<file path="src/rtl/rv32i_types.sv">
// rv32i_types: shared pipeline types for the stall/flush controller
package rv32i_types;
  typedef enum logic [1:0] {IDLE, BUSY, DONE} mem_trk_state_t;
  typedef struct packed {
    logic load_pc;
    logic load_if_id;
    logic load_id_ex;
    logic load_ex_mem;
    logic load_mem_wb;
    logic flush_if_id;
    logic flush_id_ex;
  } pipe_ctrl_t;
endpackage

</file>
<file path="src/rtl/mem_resp_tracker.sv">
// mem_resp_tracker: remembers a memory response that arrived while the pipeline was stalled
module mem_resp_tracker
  import rv32i_types::*;
(
  input  logic clk,
  input  logic rst,
  input  logic req,
  input  logic resp,
  input  logic advance,
  output logic ok,
  output logic mask
);
  mem_trk_state_t state, state_nx;
  assign ok = ~req | resp | (state == DONE);
  // next state: a response is parked in DONE until the pipeline advances
  always_comb begin
    state_nx = state;
    case (state)
      IDLE:    state_nx = req ? (resp ? (advance ? IDLE : DONE) : BUSY) : IDLE;
      BUSY:    state_nx = resp ? (advance ? IDLE : DONE) : BUSY;
      DONE:    state_nx = advance ? IDLE : DONE;
      default: state_nx = IDLE;
    endcase
  end
  // state and registered mask, mask high exactly while in DONE
  always_ff @(posedge clk or posedge rst) begin
    if (rst) begin
      state <= IDLE;
      mask  <= 1'b0;
    end else begin
      state <= state_nx;
      mask  <= state_nx == DONE;
    end
  end
endmodule

</file>
<file path="src/rtl/pipeline_ctrl.sv">
// pipeline_ctrl: stall/flush controller for the 5-stage rv32i pipeline; PIPE_PERF_CNT_EN enables perf counters
module pipeline_ctrl
  import rv32i_types::*;
#(
  parameter int NUM_REGS = 32,
  parameter int CNT_W    = 32,
  localparam int RW      = $clog2(NUM_REGS)
) (
  input  logic          clk,
  input  logic          rst,
  input  logic          imem_read,
  input  logic          imem_resp,
  input  logic          dmem_read,
  input  logic          dmem_write,
  input  logic          dmem_resp,
  input  logic [RW-1:0] id_rs1,
  input  logic [RW-1:0] id_rs2,
  input  logic          id_uses_rs1,
  input  logic          id_uses_rs2,
  input  logic [RW-1:0] ex_rd,
  input  logic          ex_mem_read,
  input  logic          ex_br_taken,
  output logic          load_pc,
  output logic          load_if_id,
  output logic          load_id_ex,
  output logic          load_ex_mem,
  output logic          load_mem_wb,
  output logic          flush_if_id,
  output logic          flush_id_ex,
  output logic          imem_mask,
  output logic          dmem_mask,
  output logic [CNT_W-1:0] perf_stall,
  output logic [CNT_W-1:0] perf_bubble,
  output logic [CNT_W-1:0] perf_flush
);
  logic imem_ok, dmem_ok, advance, go, hazard, bub, redir;
  pipe_ctrl_t ctrl;
  mem_resp_tracker u_imem (
    .clk(clk), .rst(rst), .req(imem_read), .resp(imem_resp),
    .advance(advance), .ok(imem_ok), .mask(imem_mask)
  );
  mem_resp_tracker u_dmem (
    .clk(clk), .rst(rst), .req(dmem_read | dmem_write), .resp(dmem_resp),
    .advance(advance), .ok(dmem_ok), .mask(dmem_mask)
  );
  assign advance = imem_ok & dmem_ok;
  assign go      = advance & ~rst;
  assign hazard  = ex_mem_read & (ex_rd != '0) &
                   ((id_uses_rs1 & (id_rs1 == ex_rd)) | (id_uses_rs2 & (id_rs2 == ex_rd)));
  assign redir   = go & ex_br_taken;
  assign bub     = go & ~ex_br_taken & hazard;
  // stage enables and bubble strobes; redirect wins over load-use since ID is wrong-path
  always_comb begin
    ctrl             = '0;
    ctrl.load_pc     = go & ~bub;
    ctrl.load_if_id  = go & ~bub;
    ctrl.load_id_ex  = go;
    ctrl.load_ex_mem = go;
    ctrl.load_mem_wb = go;
    ctrl.flush_if_id = redir;
    ctrl.flush_id_ex = redir | bub;
  end
  assign {load_pc, load_if_id, load_id_ex, load_ex_mem, load_mem_wb, flush_if_id, flush_id_ex} = ctrl;
`ifdef PIPE_PERF_CNT_EN
  // saturating event counters
  always_ff @(posedge clk or posedge rst) begin
    if (rst) begin
      perf_stall  <= '0;
      perf_bubble <= '0;
      perf_flush  <= '0;
    end else begin
      if (!advance && perf_stall != '1) perf_stall <= perf_stall + 1'b1;
      if (bub && perf_bubble != '1) perf_bubble <= perf_bubble + 1'b1;
      if (redir && perf_flush != '1) perf_flush <= perf_flush + 1'b1;
    end
  end
`else
  assign perf_stall  = '0;
  assign perf_bubble = '0;
  assign perf_flush  = '0;
`endif
endmodule

</file>
<file path="config.mk">
export PLATFORM = sky130hd
export DESIGN_NAME = pipeline_ctrl
export DESIGN_NICKNAME = d
export VERILOG_FILES = /design/src/rtl/rv32i_types.sv /design/src/rtl/mem_resp_tracker.sv /design/src/rtl/pipeline_ctrl.sv
export SDC_FILE = /design/constraint.sdc
export NUM_CORES = 1
export LEC_CHECK = 0
export BUFFER_PORTS_ARGS = -buffer_cell sky130_fd_sc_hd__buf_2
export CORE_ASPECT_RATIO = 0.75
export CORE_MARGIN = 2
export CORE_UTILIZATION = 31
export CTS_CLUSTER_DIAMETER = 80
export DETAILED_ROUTE_END_ITERATION = 7
export PLACE_DENSITY = 0.77
export SKIP_LAST_GASP = 1
export SYNTH_ARGS = -nofsm -noshare
export SYNTH_HDL_FRONTEND = slang
export SYNTH_HIERARCHICAL = 1
export SYNTH_SLANG_ARGS = --single-unit
</file>
<file path="constraint.sdc">
create_clock -name clk -period 1.4 [get_ports clk]
set_clock_uncertainty 0.2 [all_clocks]
set_input_delay 0.14 -clock clk [delete_from_list [all_inputs] [get_ports clk]]
set_output_delay 0.14 -clock clk [all_outputs]
set_load 0.02 [all_outputs]
</file>
Yosys cells after proc, flatten, opt, wreduce, memory -nomap -nowiden. Cells that the tools add are included.

Bitwise gates (word level): 22. Reductions and logical operators: 3. Muxes and demuxes: 7. Equal/unequal tests: 8.

Operators by type and width (count): $pmux 2 s3 (2); $and 1x1->1 (10); $eq 5x5->1 (2); $mux 2 (5); $eq 2x2->1 const B (4); $or 1x1->1 (7); $not 1->1 (5); $reduce_bool 5->1 (1); $eq 2x1->1 const B (2); $logic_not 2->1 (2).

Logic and storage cells: 44. Bits of input ports: 26. Register bits: 6. Output and inout bits: 105.

Longest topological paths before layout. Gate-level depths: netlist (run 1).

Depth in word-level cells: 10. Mapped depth: 6. Depth with buffers taken out: 6.

By module. Netlist (run 1), hierarchy kept.

Modules (own cells, without submodules): pipeline_ctrl (seq. area each 0.0 sq um, area each 930.9 sq um, instances 1, cells each 124); mem_resp_tracker (seq. area each 75.1 sq um, area each 120.1 sq um, instances 2, cells each 11).

Worst setup path before layout (run 1). OpenSTA, ideal clock, no wires.

Path type: register to output. Start point: register u_imem.state[0]. End point: output load_pc. Slack: -0.583 ns. Data required time: 1.060 ns. Cell stages (with the launch flop): 7. Path buffers: 1. Data arrival time: 1.643 ns. Cell sequence: dfrtp_1 > nand2b_1 > nand3b_1 > nand2_1 > nor2_1 > o31a_1 > buf_4.

Cells in the longest elaborated chain, start to end: 8.

RTL lines: start, declared (line mem_resp_tracker.sv:13) `mem_trk_state_t state, state_nx;`; start signal, assigned (line mem_resp_tracker.sv:31) `state <= state_nx;`; $eq 2x2->1 (*) (line mem_resp_tracker.sv:14) `assign ok = ~req | resp | (state == DONE);`; $or 1x1->1 (*) (line mem_resp_tracker.sv:14); via imem_ok (line pipeline_ctrl.sv:36) `logic imem_ok, dmem_ok, advance, go, hazard, bub, redir;`; $and 1x1->1 (*) (line pipeline_ctrl.sv:46) `assign advance = imem_ok & dmem_ok;`; $and 1x1->1 (*) (line pipeline_ctrl.sv:47) `assign go = advance & ~rst;`; via load_ex_mem (line pipeline_ctrl.sv:26) `output logic load_ex_mem,`; $and 1x1->1 (2 in a row) (line pipeline_ctrl.sv:51) `assign bub = go & ~ex_br_taken & hazard;`; $not 1->1; $and 1x1->1 (*); end, declared (line pipeline_ctrl.sv:23) `output logic load_pc,`.

The timed path passes the listed nets; every way through them passes the cells marked *.

Final worst setup path (run 1).
Start point: register u_imem.state[0]. End point: output load_if_id.

Cells in the longest elaborated chain, start to end: 8.

RTL lines: $eq 2x2->1 (*) (line mem_resp_tracker.sv:14); $or 1x1->1 (*) (line mem_resp_tracker.sv:14); via imem_ok (line pipeline_ctrl.sv:36); $and 1x1->1 (*) (line pipeline_ctrl.sv:46); $and 1x1->1 (*) (line pipeline_ctrl.sv:47); $and 1x1->1 (2 in a row) (line pipeline_ctrl.sv:51); $not 1->1 (line pipeline_ctrl.sv:56) `ctrl.load_if_id = go & ~bub;`; $and 1x1->1 (*) (line pipeline_ctrl.sv:56); end, declared (line pipeline_ctrl.sv:24) `output logic load_if_id,`.

Marks and branches as above.

==> results of run 1 <==
[final timing paths]
| check | start | endpoint | slack [ps] | depth (start not counted) |
|---|---|---|---|---|
| worst max-delay path | u_imem/state[0] | load_if_id | -330 | 6 |
| worst min-delay path | imem_read | u_imem/state[0] | 30 | 3 |
| worst max register to register | u_dmem/state[1] | u_dmem/state[1] | 10 | 3 |
| worst min register to register | u_imem/state[0] | u_imem/state[0] | 370 | 2 |
| max in group asynchronous | rst | u_imem/mask | 650 | 3 |
| min in group asynchronous | rst | u_dmem/mask | 210 | 3 |
[timing repair]
action | 4_1_cts | 5_1_grt
resized for setup | 8 | 4
buffers inserted | 1 | 1
pin swaps | 5 | 3
hold buffers | 3 | 0
setup endpoints to repair | 8 | 10
endpoints found under the hold margin | 8 | 0
[cells by family after synthesis]
group,after synthesis,share of synthesized area
DFF,6,0.128
AOI/OAI and AO/OA,8,0.0502
xor gates and xnor gates,10,0.0748
buffers and inverters,103,0.647
and+or+nand+nor,18,0.0962
other,1,0.00320
[sequential cells by signal, summed over array words and instances, names as in the netlist]
| name | cells |
|---|---|
| u_dmem/mask | 1 |
| u_imem/state | 2 |
| u_imem/mask | 1 |
| u_dmem/state | 2 |
[worst max-delay path, cell delays in order (launching register included)]
cell      delay (ps)
dfrtp_1          370
nand2b_4         140
nand3b_1         110
nand2_2          100
nor2_4           120
o31a_1           160
buf_2            160
[cell type report]
class,count,area share
sequential,6,0.122
timing repair buffer,48,0.245
multi-input combinational,132,0.535
clock buffer,3,0.0334
inverter,4,0.0122
tap,52,0.0527
[cell usage after synthesis]
cell      instances  share of area
buf_4            99           0.63
xor2_1            8          0.060
dfrtp_1           6           0.13
a21oi_1           4          0.017
inv_1             4          0.013
nor2_1            3         0.0096
nand2_1           2         0.0064
nand2b_1          2          0.011
nand3b_1          2          0.013
nor3_1            2         0.0085
or3b_1            2          0.015
xnor2_1           2          0.015
a32oi_1           1         0.0075
and2_0            1         0.0053
conb_1            1         0.0032
nor4_1            1         0.0053
nor4_2            1          0.011
o21ai_1           1         0.0043
o31a_1            1         0.0075
o41ai_2           1          0.014
or2_2             1         0.0053
or4_1             1         0.0064
[power by group]
group,internal (uW),switching (uW),leakage [uW],total [uW]
logic,144,362,0.000645,506
registers,195,12.7,0.0000781,208
clock network,185,74.6,0.0000216,259
[stage by stage]
step	power, uW	TNS, ps	worst slack, ps	cells	util
finish	974	-2040	-331	245	0.340
global route	1030	-2750	-437	245	0.340
CTS	963	-2110	-350	244	0.334
detailed placement	671	-1290	-336	237	0.306
global placement	665	-1260	-344	237	0.306
floorplan	773	-656	-298	241	-
[cells in the final DEF (no fill, tap or decap), types with 2 or more instances in the layout]
cell and n:
conb_1 96, xnor2_1 2, inv_1 3, buf_6 2, nor2_1 2, xor2_1 8
nand3b_1 2, dlygate4sd3_1 3, nand2_2 2, buf_4 14, dfrtp_1 6, buf_2 29
nor3_1 2, clkbuf_8 3, nand2b_4 2, a21oi_2 3
[metal layers]
metal	part of all wire	wire, um
met5	0	0
met4	0.0086	16
met3	0.086	161
met2	0.54	1010
met1	0.36	673
==> impl_metrics.toml, run 1 <==
[status]
status = "complete, but fails checks"
violations = "setup timing"

[finish]
nets = 221
diodes = 0
seq_area_um2 = 150
multi_input_area_um2 = 661
fin_area_um2 = 1230
drive_above_1_share = 0.316
nFillCells = 410
synthToLayoutAreaGrowth_pct = 5.45

[die]
fp.dieW_um = 75.0
fp.dieArea_um2 = 4290
initial_utilization = 0.322
die_h_um = 57.2
num_io_pins = 131
coreArea_um2 = 3640
rows = 19

[global_route]
grt_overflow = 0
top_usage_layer = "met2"
grt_pass1_vias = 559
track_usage = 0.0724
grt_use_met2 = 0.125
grt_max_degree = 5
grt_pass1_wl_mm = 2.35
met3_usage = 0.0106
grt_use_met1 = 0.0820
antenna_found_initial = 0

[setup_path]
critPathMaxFanout = 3
cp.required_ps = 1060
critPathKind = "reg2out"
cp.arrival_ps = 1390
worstSetupEndpointType = "output port"
worst_setup_path_start_kind = "register"

[clock_tree]
clock_sinks = 6
numCtsBuffers = 3
cts.reportedPaths.clkPinSlew_ps = 30
cts-root-buf = "clkbuf_8"
cts_htree_levels = 1
worstSkewPairLatency_ps = 220
clockBufferDepth = 2
tritoncts = "yes"

[sta]
fin_crit_sh = 1.24
max_freq_ghz = 0.578
setup_ws_ps = -331
hold_viol = 0
hold_slack_ps = 26.8
post-route-min-period_ps = 1730
rsz0062_at_grt = "true"
setup_viol = 7
slew_viol_final = 0

[hold_path]
hold_class = "in2reg"

[power_and_ir_drop]
ir_drop_v = 0.000345
p_leak_uw = 0.000744
pwr_density_cell_nw_per_um2 = 789

[yosys]
synth_cell_types = 22
yosysWarnings = 6
ys_seq_elements = 6
ys_seq_area_frac = 0.128
netlist_area_um2 = 1170
syn_area_per_cell_um2 = 8.02
synth_cells = 146

[drt]
avgViaCountPerCell = 3.02
routed_wl_mm = 1.86
routed-via-count = 739
drt.antenna.violating_nets = 0
firstDrtPassIters = 3
routedWlPerCell_um = 7.61
drtIter0Drc = 9
drc = 0

[place]
dp.final_hpwl_mm = 1.63
io_buffers = 34
place_area_um2 = 1110
place_congestion = 0.733

[flow_run]
maxCapViolations = 0
(Power assumes the default switching activity.)
==> run 2: changes to the inputs <==
- CORE_MARGIN: 2 -> unset
- SKIP_LAST_GASP: 1 -> unset
==> run 2 against run 1 <==
Against the previous run:
- via count grew 1.6%
- core utilization rose by 2.7 points
- the run still ends with setup timing left
- cell count is 2.0% lower
- first-iteration DRC count down 78%
- clock power is essentially flat
==> impl_metrics.toml, run 2 (synthesis gave the netlist of run 1 again) <==
[clock_tree]
numCtsBuffers = 3
clockBufferDepth = 2
worstSkewPairLatency_ps = 220
cts.reportedPaths.clkPinSlew_ps = 40
tritoncts = "yes"
cts-root-buf = "clkbuf_8"
cts_htree_levels = 1
clock_sinks = 6

[setup_path]
critPathKind = "reg2out"
crit_chain = "nand2b_4 -> nand3b_1 -> nand2_2 -> o41ai_2 -> buf_4"
critPathMaxStageDelay_ps = 370
crit_buf_inv = 1
cp.required_ps = 1060
cp_slowest_cell = "dfrtp_1"
r2r_slack_ps = 50
worstSetupEndpointType = "output port"
worst_setup_path_start_kind = "register"
critical-path-top-delay-family = "flip-flops"
cp.arrival_ps = 1410
critPathMaxFanout = 3

[hold_path]
hold_class = "in2reg"

[drt]
routed_wl_mm = 1.78
firstDrtPassIters = 3
drt.antenna.violating_nets = 0
drc = 0
routedWlPerCell_um = 7.41
avgViaCountPerCell = 3.13
drtIter0Drc = 2
routed-via-count = 751

[global_route]
grt_pass1_wl_mm = 2.49
antenna_found_initial = 0
track_usage = 0.0804
grt_overflow = 0
grt_max_degree = 5
grt_pass1_vias = 585

[place]
dp.final_hpwl_mm = 1.55
place_congestion = 0.789
place_area_um2 = 1090
io_buffers = 34
dp.cells = 233

[sta]
post-route-min-period_ps = 1750
setup_viol = 7
slew_viol_final = 0
rsz0062_at_grt = "true"
max_freq_ghz = 0.570
setup_ws_ps = -355
hold_viol = 0
fin_crit_sh = 1.25

[power_and_ir_drop]
p_seq_frac = 0.211
power.switching_uw = 448
p_int_uw = 533
pwr_density_cell_nw_per_um2 = 777
switching_share = 0.457
total_power_uw = 981
p_comb_frac = 0.528
ir_drop_v = 0.000279
p_clk_frac = 0.261
p_leak_uw = 0.000745

[status]
violations = "setup timing"
status = "complete, but fails checks"

[die]
fp.dieW_um = 73.0
num_io_pins = 131
rows = 18
die_h_um = 55.2
coreArea_um2 = 3450
initial_utilization = 0.340
fp.dieArea_um2 = 4030

[finish]
nets = 218
reg.largest.list = "u_dmem/state x2, u_imem/state x2"
fin_util = 0.366
mostFrequentLayoutCells = "conb_1, buf_2, buf_4"
nFillCells = 379
synthToLayoutAreaGrowth_pct = 7.80
drive_above_1_share = 0.326
fin_area_um2 = 1260
fin_cells = 240
diodes = 0
mostFrequentLayoutCell = "conb_1"

[flow_run]
maxCapViolations = 0
-- run 2: final cells by class --
type | count | area (um^2) | share of cell area
multi-input cells | 132 | 684 | 0.542
inverters | 4 | 15.0 | 0.0119
clock buffers | 3 | 41.3 | 0.0327
well taps | 50 | 62.6 | 0.0496
flip-flops and latches | 6 | 150 | 0.119
repair buffers | 45 | 309 | 0.245
-- run 2: final timing paths --
kind	from	to	cells past startpoint
worst max-delay path	u_imem/state[0]	flush_id_ex	5
worst min-delay path	imem_read	u_imem/state[0]	3
worst max register to register	u_imem/state[1]	u_imem/state[1]	3
worst min register to register	u_dmem/state[1]	u_dmem/state[0]	2
max in group asynchronous	rst	u_imem/mask	3
min in group asynchronous	rst	u_dmem/state[0]	3
-- run 2: timing repair --
item | 4_1_cts | 5_1_grt
hold buffers | 3 | 0
setup endpoints to repair | 7 | 11
setup buffers | 0 | 1
hold endpoints to repair | 8 | 0
gates resized for setup | 11 | 13
pin swaps | 3 | 9
-- run 2: power groups by stage --
stage / registers [uW] / logic (uW) / clock network, uW
after floorplan: 219 / 554 / 0
after global placement: 209 / 451 / 0
final: 207 / 518 / 256
after global routing: 210 / 556 / 275
after CTS: 208 / 479 / 264
after detailed placement: 210 / 455 / 0
-- run 2: metal layers --
layer	routed length, um	share of wire	GRT usage	up-vias
li1	-	-	-	355
met1	525	0.30	0.0790	342
met2	1060	0.60	0.151	50
met3	149	0.084	0.00547	4
met4	41	0.023	0.0672	0
met5	0	0	0	-
-- run 2: per-stage QoR --
stage	hold WS, ps	setup TNS [ps]	setup WS [ps]
6_report	52.0	-2020	-355
5_1_grt	84.6	-2310	-387
4_1_cts	32.8	-2030	-330
3_5_place_dp	-128	-1260	-336
3_3_place_gp	-128	-1220	-330
2_1_floorplan	-306	-656	-298
-- run 2: tightest hold or removal path: stages --
cell and delay [ps]:
buf_2 90, nor2_1 50, nor3_1 140
==> run 3: changes to the inputs <==
- CORE_UTILIZATION: 31 -> 35
- PLACE_DENSITY: 0.77 -> 0.82
- clock period: 1.4 -> 1.65 ns (I/O delays scaled with it)
==> run 3 against run 2 <==
Against the previous run:
- the flow still finishes with violations (setup timing)
- sequential power fell by 14%
- worst setup slack gained 240 ps
- hold slack better by 14 ps
- sequential share of layout area increased by 0.095 points
- register-to-register slack better by 240 ps
- sequential cell count unchanged
- total power decreased by 16%
- core utilization up 4.3 points
- non-clock buffer count did not move
- critical path type unchanged
- largest cell class unchanged
- largest power group unchanged
==> impl_metrics.toml, run 3 (synthesis gave the netlist of run 1 again) <==
[finish]
mostFrequentLayoutCell = "conb_1"
drive_above_1_share = 0.305
synthToLayoutAreaGrowth_pct = 6.94
fin_area_um2 = 1250
reg.largest.list = "u_dmem/state x2, u_imem/state x2"
diodes = 0
nets = 218
mostFrequentLayoutCells = "conb_1, buf_2, buf_6"

[die]
die_h_um = 52.1
coreArea_um2 = 3060
fp.dieW_um = 68.8
num_io_pins = 131
rows = 17
fp.dieArea_um2 = 3580
initial_utilization = 0.382

[sta]
max_freq_ghz = 0.567
post-route-min-period_ps = 1760
rsz0062_at_grt = "true"
hold_viol = 0
fin_crit_sh = 1.07
setup_ws_ps = -115
setup_viol = 7
fin_tns_setup_ps = -341
slew_viol_final = 0

[drt]
drt.antenna.violating_nets = 0
wl_met3_um = 142
routed_wl_mm = 1.88
routed-via-count = 752
avgViaCountPerCell = 3.30
routedWlPerCell_um = 8.26
highest_layer = "met4"
drtIter0Drc = 9
wl_met2_mm = 1.08
drc = 0
firstDrtPassIters = 4
met1Wirelength_um = 654

[clock_tree]
worstSkewPairLatency_ps = 220
cts-root-buf = "clkbuf_8"
clockBufferDepth = 2
cts.reportedPaths.clkPinSlew_ps = 40
tritoncts = "yes"
cts_htree_levels = 1
clock_sinks = 6
numCtsBuffers = 3

[power_and_ir_drop]
pwr_density_cell_nw_per_um2 = 660
p_seq_frac = 0.215
p_clk_frac = 0.260
ir_drop_v = 0.000166
switching_share = 0.457
p_leak_uw = 0.000750
power.switching_uw = 378
p_int_uw = 449
p_comb_frac = 0.525

[setup_path]
r2r_slack_ps = 290
critPathLaunch = "u_imem/state[0]"
worst_setup_path_start_kind = "register"
cp.arrival_ps = 1400
r2r-start = "u_dmem/state[0]"
r2r_cells = 5
critPathMaxFanout = 3
cp.required_ps = 1280
r2r_end = "u_dmem/mask"
worstSetupEndpointType = "output port"
cp-endpoint = "load_if_id"
critPathKind = "reg2out"

[global_route]
grt_max_degree = 5
antenna_found_initial = 0
grt_pass1_vias = 545
grt_pass1_wl_mm = 2.33
track_usage = 0.0900
grt_overflow = 0

[place]
place_congestion = 0.657
io_buffers = 34
place_area_um2 = 1060
dp.final_hpwl_mm = 1.52

[status]
violations = "setup timing"
status = "complete, but fails checks"

[hold_path]
hold_class = "in2reg"

[flow_run]
maxCapViolations = 0
## run 3: cell counts in the layout (fill, tap and decap cells not counted)
No cell type changed its count.
## run 3: repair_timing
action / 4_1_cts / 5_1_grt
hold buffers: 3 / 0
cloned: 0 / 0
hold endpoints to repair: 8 / 0
pin swaps: 13 / 1
endpoints found under the setup margin: 7 / 7
buffers inserted: 3 / 2
resized for setup: 23 / 3
## run 3: metrics by stage
step,hold slack (ps),worst slack (ps),power [uW],util,cells
after global placement,-108,-166,547,0.345,218
after global routing,95.0,-191,884,0.409,228
after detailed placement,-105,-149,550,0.345,218
final,66.0,-115,826,0.409,228
after floorplan,-281,-73.2,656,-,241
after CTS,61.8,-99.5,812,0.401,226
## run 3: area by class of cell
type / instances / area, um^2
Inverter: 4 / 15.0
Multi-Input combinational cell: 132 / 676
Tap cell: 38 / 47.5
Fill cell: 340 / 1810
Sequential cell: 6 / 150
Clock buffer: 3 / 41.3
Timing Repair Buffer: 45 / 323
## run 3: worst min-delay path by stage
stage	from	end	slack, ps	depth (start not counted)
detailed placement	rst	u_dmem/mask	-110	2
CTS	imem_read	u_imem/state[0]	60	3
floorplan	rst	u_dmem/mask	-280	1
global placement	rst	u_dmem/state[0]	-110	2
global route	imem_read	u_imem/state[0]	90	3
finish	imem_read	u_imem/state[0]	70	3
## run 3: power groups by stage
stage	Sequential, uW	Combinational [uW]	Clock, uW
after floorplan	186	470	0
after global placement	179	367	0
after detailed placement	180	370	0
after CTS	178	415	219
after global routing	181	471	232
final	178	434	215
## run 3: metal layers
metal,track usage,vias up
li1,-,352
met1,0.104,351
met2,0.160,47
met3,0.0154,2
met4,0.0408,0
met5,0,-
## run 3: critical path, stage by stage, from the launching register on
cell and delay [ps]:
dfrtp_1 360, nand2b_4 140, nand3b_1 100, nand2_2 100
nor2_4 130, o31a_1 210, buf_6 140
